[src/rtl/fifo_word_packer.sv]
// fifo_word_packer
//   Pops bytes from the show-ahead head of the decompressor output FIFO (one
//   per clock) and packs them little-endian into WORD_BYTES-wide words. Words
//   leave on a valid/ready interface. A flush drains the FIFO and then emits
//   the remaining partial word, or an empty terminator, tagged last.
// Ports
//   clk, reset       rising-edge clock, synchronous active-high reset
//   fifo_data_in     FIFO head byte, valid while !fifo_empty_in
//   fifo_empty_in    FIFO empty flag
//   fifo_rd_en_out   pop request to the FIFO (combinational)
//   flush_in         one-cycle end-of-block pulse
//   word_out         packed word, byte 0 in bits [7:0]
//   byte_en_out      valid-byte mask for word_out
//   word_valid_out   output word valid
//   word_ready_in    downstream accepts the word when valid & ready
//   last_out         word is the final word of the block
//   busy_out         bytes held, word held or flush pending
//   byte_count_out   total bytes popped since reset (wraps)
module fifo_word_packer #(
    parameter int unsigned WORD_BYTES = 4,
    parameter int unsigned CNT_WIDTH  = 32
) (
    input  logic                    clk,
    input  logic                    reset,
    input  logic [7:0]              fifo_data_in,
    input  logic                    fifo_empty_in,
    output logic                    fifo_rd_en_out,
    input  logic                    flush_in,
    output logic [8*WORD_BYTES-1:0] word_out,
    output logic [WORD_BYTES-1:0]   byte_en_out,
    output logic                    word_valid_out,
    input  logic                    word_ready_in,
    output logic                    last_out,
    output logic                    busy_out,
    output logic [CNT_WIDTH-1:0]    byte_count_out
);

    localparam int unsigned WORD_W = 8 * WORD_BYTES;
    localparam int unsigned IDX_W  = (WORD_BYTES > 1) ? $clog2(WORD_BYTES) : 1;
    localparam logic [IDX_W-1:0] LAST_LANE = IDX_W'(WORD_BYTES - 1);

    // Registered state
    logic [WORD_W-1:0]     asm_q;
    logic [IDX_W-1:0]      idx_q;
    logic                  flush_pend_q;
    logic                  slot_full_q;
    logic [WORD_W-1:0]     word_q;
    logic [WORD_BYTES-1:0] en_q;
    logic                  last_q;
    logic                  busy_q;
    logic [CNT_WIDTH-1:0]  cnt_q;

    // Next-state values
    logic [WORD_W-1:0]     asm_d;
    logic [IDX_W-1:0]      idx_d;
    logic                  flush_pend_d;
    logic                  slot_full_d;
    logic [WORD_W-1:0]     word_d;
    logic [WORD_BYTES-1:0] en_d;
    logic                  last_d;
    logic                  busy_d;
    logic [CNT_WIDTH-1:0]  cnt_d;

    logic                  handshake;
    logic                  stall;
    logic                  pop;
    logic                  flush_done;
    logic [WORD_W-1:0]     asm_wr;
    logic [WORD_W-1:0]     flush_word;
    logic [WORD_BYTES-1:0] flush_en;

    // Final lane may only be popped when the slot is free or freeing this cycle
    assign handshake      = slot_full_q & word_ready_in;
    assign stall          = (idx_q == LAST_LANE) & slot_full_q & ~handshake;
    assign pop            = ~fifo_empty_in & ~stall & ~reset;
    assign fifo_rd_en_out = pop;

    // Flush completes only once the FIFO is drained and the slot can take a word
    assign flush_done = flush_pend_q & fifo_empty_in & ~pop & (~slot_full_q | handshake);

    // Lane write and flush masking
    always_comb begin
        asm_wr     = asm_q;
        flush_word = '0;
        flush_en   = '0;
        for (int unsigned i = 0; i < WORD_BYTES; i++) begin
            if (IDX_W'(i) == idx_q) begin
                asm_wr[i*8 +: 8] = fifo_data_in;
            end
            if (IDX_W'(i) < idx_q) begin
                flush_en[i]          = 1'b1;
                flush_word[i*8 +: 8] = asm_q[i*8 +: 8];
            end
        end
    end

    // Next-state logic
    always_comb begin
        asm_d        = asm_q;
        idx_d        = idx_q;
        flush_pend_d = flush_pend_q | flush_in;
        slot_full_d  = slot_full_q;
        word_d       = word_q;
        en_d         = en_q;
        last_d       = last_q;
        cnt_d        = cnt_q;

        if (handshake) begin
            slot_full_d = 1'b0;
        end

        if (pop) begin
            cnt_d = cnt_q + CNT_WIDTH'(1);
            if (idx_q == LAST_LANE) begin
                word_d      = asm_wr;
                en_d        = '1;
                last_d      = 1'b0;
                slot_full_d = 1'b1;
                asm_d       = '0;
                idx_d       = '0;
            end else begin
                asm_d = asm_wr;
                idx_d = idx_q + IDX_W'(1);
            end
        end else if (flush_done) begin
            // idx_q == 0 yields the empty terminator (word 0, mask 0)
            word_d       = flush_word;
            en_d         = flush_en;
            last_d       = 1'b1;
            slot_full_d  = 1'b1;
            asm_d        = '0;
            idx_d        = '0;
            flush_pend_d = 1'b0;
        end

        busy_d = (idx_d != '0) | slot_full_d | flush_pend_d;
    end

    // State register
    always_ff @(posedge clk) begin
        if (reset) begin
            asm_q        <= '0;
            idx_q        <= '0;
            flush_pend_q <= 1'b0;
            slot_full_q  <= 1'b0;
            word_q       <= '0;
            en_q         <= '0;
            last_q       <= 1'b0;
            busy_q       <= 1'b0;
            cnt_q        <= '0;
        end else begin
            asm_q        <= asm_d;
            idx_q        <= idx_d;
            flush_pend_q <= flush_pend_d;
            slot_full_q  <= slot_full_d;
            word_q       <= word_d;
            en_q         <= en_d;
            last_q       <= last_d;
            busy_q       <= busy_d;
            cnt_q        <= cnt_d;
        end
    end

    assign word_out       = word_q;
    assign byte_en_out    = en_q;
    assign word_valid_out = slot_full_q;
    assign last_out       = last_q;
    assign busy_out       = busy_q;
    assign byte_count_out = cnt_q;

    // Never pop an empty FIFO
    a_no_underflow: assert property (@(posedge clk) disable iff (reset)
        !(fifo_rd_en_out && fifo_empty_in));

    // A presented word stays put until it is accepted
    a_valid_hold: assert property (@(posedge clk) disable iff (reset)
        (word_valid_out && !word_ready_in) |=>
        (word_valid_out && $stable(word_out) && $stable(byte_en_out) && $stable(last_out)));

endmodule

[config.mk]
export PLATFORM = sky130hd
export DESIGN_NAME = fifo_word_packer
export DESIGN_NICKNAME = d
export VERILOG_FILES = /design/src/rtl/fifo_word_packer.sv
export SDC_FILE = /design/constraint.sdc
export NUM_CORES = 1
export LEC_CHECK = 0
export CORE_MARGIN = 4
export CORE_UTILIZATION = 46
export DETAILED_ROUTE_END_ITERATION = 7
export PLACE_DENSITY = 0.81
export SLEW_MARGIN = 15
export SYNTH_ARGS = -nofsm -noshare
export SYNTH_HDL_FRONTEND = slang
export SYNTH_SLANG_ARGS = --single-unit
export TNS_END_PERCENT = 20
[constraint.sdc]
create_clock -name clk -period 1.79 [get_ports clk]
set_input_delay 0.2685 -clock clk [delete_from_list [all_inputs] [get_ports clk]]
set_output_delay 0.2685 -clock clk [all_outputs]
set_load 0.01 [all_outputs]
==> results_dict.tcl <==
set metrics [dict create \
    outcome "completed" \
    critPathRequiredTime_ns 2.09 \
    final_cells 690 \
    worstRegToRegCells 6 \
    maxCapViolCount 0 \
    seq_area_frac_synth_pct 47.3 \
    peakVddDrop_mv 0.451 \
    start_kind "flip-flop" \
    drt-met1-wl_um 4830 \
    grt_first_pass_wirelength_um 17700 \
    start_util_pct 47.3 \
    clk-insertion-delay-late_ns 0.36 \
    core_area_um2 8760 \
    synthCells 455 \
    top_layer "met4" \
    slew_violations 0 \
    dieArea_um2 10600 \
    setup_viol 0 \
    drtIter0Drc 226 \
    globalRouteTotalUtil_pct 20.8 \
    synth.avg_cell_area_um2 9.11 \
    nets 596 \
    synthToLayoutAreaGrowth_pct 39.7 \
    worstSetupEndpointType "flip-flop" \
    die_w_um 103 \
    cp-endpoint "asm_q[21]" \
    cp-startpoint "idx_q[1]" \
    gp_congestion 0.811 \
    cts_tree "yes" \
    worstMarginPinSlew_ns 0.662 \
    grt_pass1_vias 3628 \
    gr-total-overflow 0 \
    cts_buffers 9 \
    skew_ns 0.0102 \
    ys.flop_type "dfxtp_1" \
    drive_gt1_share_pct 20.1 \
    wl_met3_um 679 \
    synth_top_area_share_pct 47.3 \
    rrSetupSlack_ns 0.04 \
    clock_sink_count 98 \
    fillerInstances 679 \
    ff_latch_area_um2 1960 \
    r2r_end "asm_q[21]" \
    fmax_mhz 570 \
    yosys-top-cells-area "dfxtp_1 (47%), nor2_1 (8.9%), a22oi_1 (6.0%)" \
    portBuffers 84 \
    rsz0062_at_grt "true" \
    hpwl_um 7600 \
    dp.cells 668 \
    synth-async-reset-ratio_pct 0 \
    diodes 0 \
    relSlewSlack_pct 55.8 \
    num_io_pins 85 \
    cts.reportedPaths.clkPinSlew_ns 0.10 \
    synth_cell_types 49 \
    postLayoutCoreUtil_pct 66.1 \
    clockRootBuffer "clkbuf_8" \
    yosysWarnings 0 \
    grt_max_degree 66 \
    drt_first_pass_iters 6 \
    p_leak_nw 2.13 \
    place_area_um2 5360 \
    multi_input_comb_area_um2 2180 \
    yosys.area.top_type "dfxtp_1" \
    vias_per_cell 5.66 \
    min_period_over_period_pct 98.0 \
    drc 0 \
    syn_area_um2 4150 \
    routed_wl_um 11200 \
    cts_buffer_depth 2 \
    vias 3907 \
    htree_levels 3 \
    critPathKind "flip-flop to flip-flop" \
    grt_antenna_before_repair 0 \
    ys_ff_latch 98 \
    finalHoldViolCount 0 \
    min_period_ns 1.75 \
    powerDensity_nw_per_um2 737 \
    stdcell_area_um2 5790 \
    path_max_fanout 8 \
    wl_met2_um 5510 \
    fin_ws_ns 0.0351 \
    drtAntennaViolNets 0 \
    synth-edff-count 0 \
    crit_arrival_ns 2.05 \
    synth_common_cells "dfxtp_1 (98), nor2_1 (98), nor3_1 (35), a22oi_1 (33), a221oi_1 (24)" \
    wl_per_cell_um 16.3 \
    syn-num-nets 474 \
    rows 34 \
    hp-class "primary input to flip-flop" \
    r2r-start "idx_q[1]" \
    detailedPlace.worstSlack_ns -0.456 \
    chipHeight_um 103 \
]
==> layer usage <==
| layer | track usage [%] | vias up |
|---|---|---|
| li1 | - | 1882 |
| met1 | 28.3 | 1863 |
| met2 | 34.2 | 145 |
| met3 | 3.04 | 17 |
| met4 | 6.67 | 0 |
| met5 | 0 | - |
==> layout by cell type (no fill, tap or decap), types with 2 or more instances in the layout <==
cell and count:
dfxtp_1 96, nor4_2 8, a221oi_1 19, xor2_1 3, nand4_1 6, nor3_2 4
buf_12 3, ha_4 2, and4_4 2, and2_2 2, and3_2 3, a21oi_1 12
nor4_1 2, nor2_1 97, ha_1 4, o21ai_0 7, xnor2_1 22, a211oi_1 2
inv_1 5, clkinvlp_4 2, or3_1 5, clkdlybuf4s50_1 81, a221oi_2 5, buf_6 3
mux2i_4 2, nand3_1 10, buf_4 45, nor2_4 3, inv_2 2, nand2_1 14
and2_1 3, clkbuf_8 10, mux2i_2 2, a22oi_1 33, nor3_1 32, and3_1 2
dfxtp_2 2
==> metrics by stage <==
| step | hold WS (ns) | power (mW) | setup TNS (ns) |
|---|---|---|---|
| 5_1_grt | 0.384 | 4.44 | -0.434 |
| 3_5_place_dp | 0.479 | 2.81 | -29.85 |
| 3_3_place_gp | 0.472 | 2.80 | -24.32 |
| 6_report | 0.362 | 4.27 | 0 |
| 4_1_cts | 0.307 | 4.27 | -0.289 |
| 2_1_floorplan | 0.417 | 2.56 | 0 |
==> area by class of cell <==
class                   count  share of cell area [%]
flip-flops and latches     98                    33.9
well taps                 108                    2.33
multi-input cells         324                    37.6
clock buffers              11                    2.44
repair buffers            136                    22.2
inverters                   8                   0.518
clock inverters             5                    1.08
==> sequential cells by signal, summed over array words and instances (netlist names) <==
| name | flops |
|---|---|
| asm_q | 24 |
| busy_out | 1 |
| byte_count_out | 32 |
| byte_en_out | 4 |
| flush_pend_q | 1 |
| idx_q | 2 |
| last_out | 1 |
| word_out | 32 |
| word_valid_out | 1 |
==> worst min path at each step <==
stage                          startpoint             end  slack [ns]  cells past startpoint
after global routing                reset  byte_en_out[0]        0.38                      4
after floorplan           fifo_data_in[0]    word_out[24]        0.42                      2
after detailed placement      word_out[8]     word_out[8]        0.48                      2
after global placement     byte_en_out[3]  byte_en_out[3]        0.47                      2
final                               reset  byte_en_out[0]        0.36                      4
after CTS                           reset  byte_en_out[0]        0.31                      4
==> worst max-delay path: stages (launching register included) <==
cell     delay, ns
dfxtp_1       0.34
ha_4          0.17
buf_4         0.15
nor2_4        0.24
mux2i_2       0.51
a22oi_1       0.16
nor2_1        0.12
==> report_power, final <==
part / internal (mW) / total (mW) / switching (mW)
sequential: 2.24 / 2.28 / 0.0357
combinational: 0.245 / 0.531 / 0.286
clock: 0.693 / 1.47 / 0.773
==> cell families after synthesis <==
kind of cell | Yosys count | synth area share (%)
AOI/OAI and AO/OA | 82 | 14.4
xor gates and xnor gates | 25 | 5.28
muxes | 4 | 1.06
DFF | 98 | 47.3
adders and majority gates | 6 | 1.81
and+or+nand+nor | 207 | 26.2
buffers and inverters | 33 | 3.89
==> timing repair <==
item	in CTS	in global routing
endpoints found under the setup margin	41	64
hold buffers	0	0
pin swaps	2	5
gates resized for setup	14	22
buffers inserted	3	3
(Power assumes the default switching activity.)
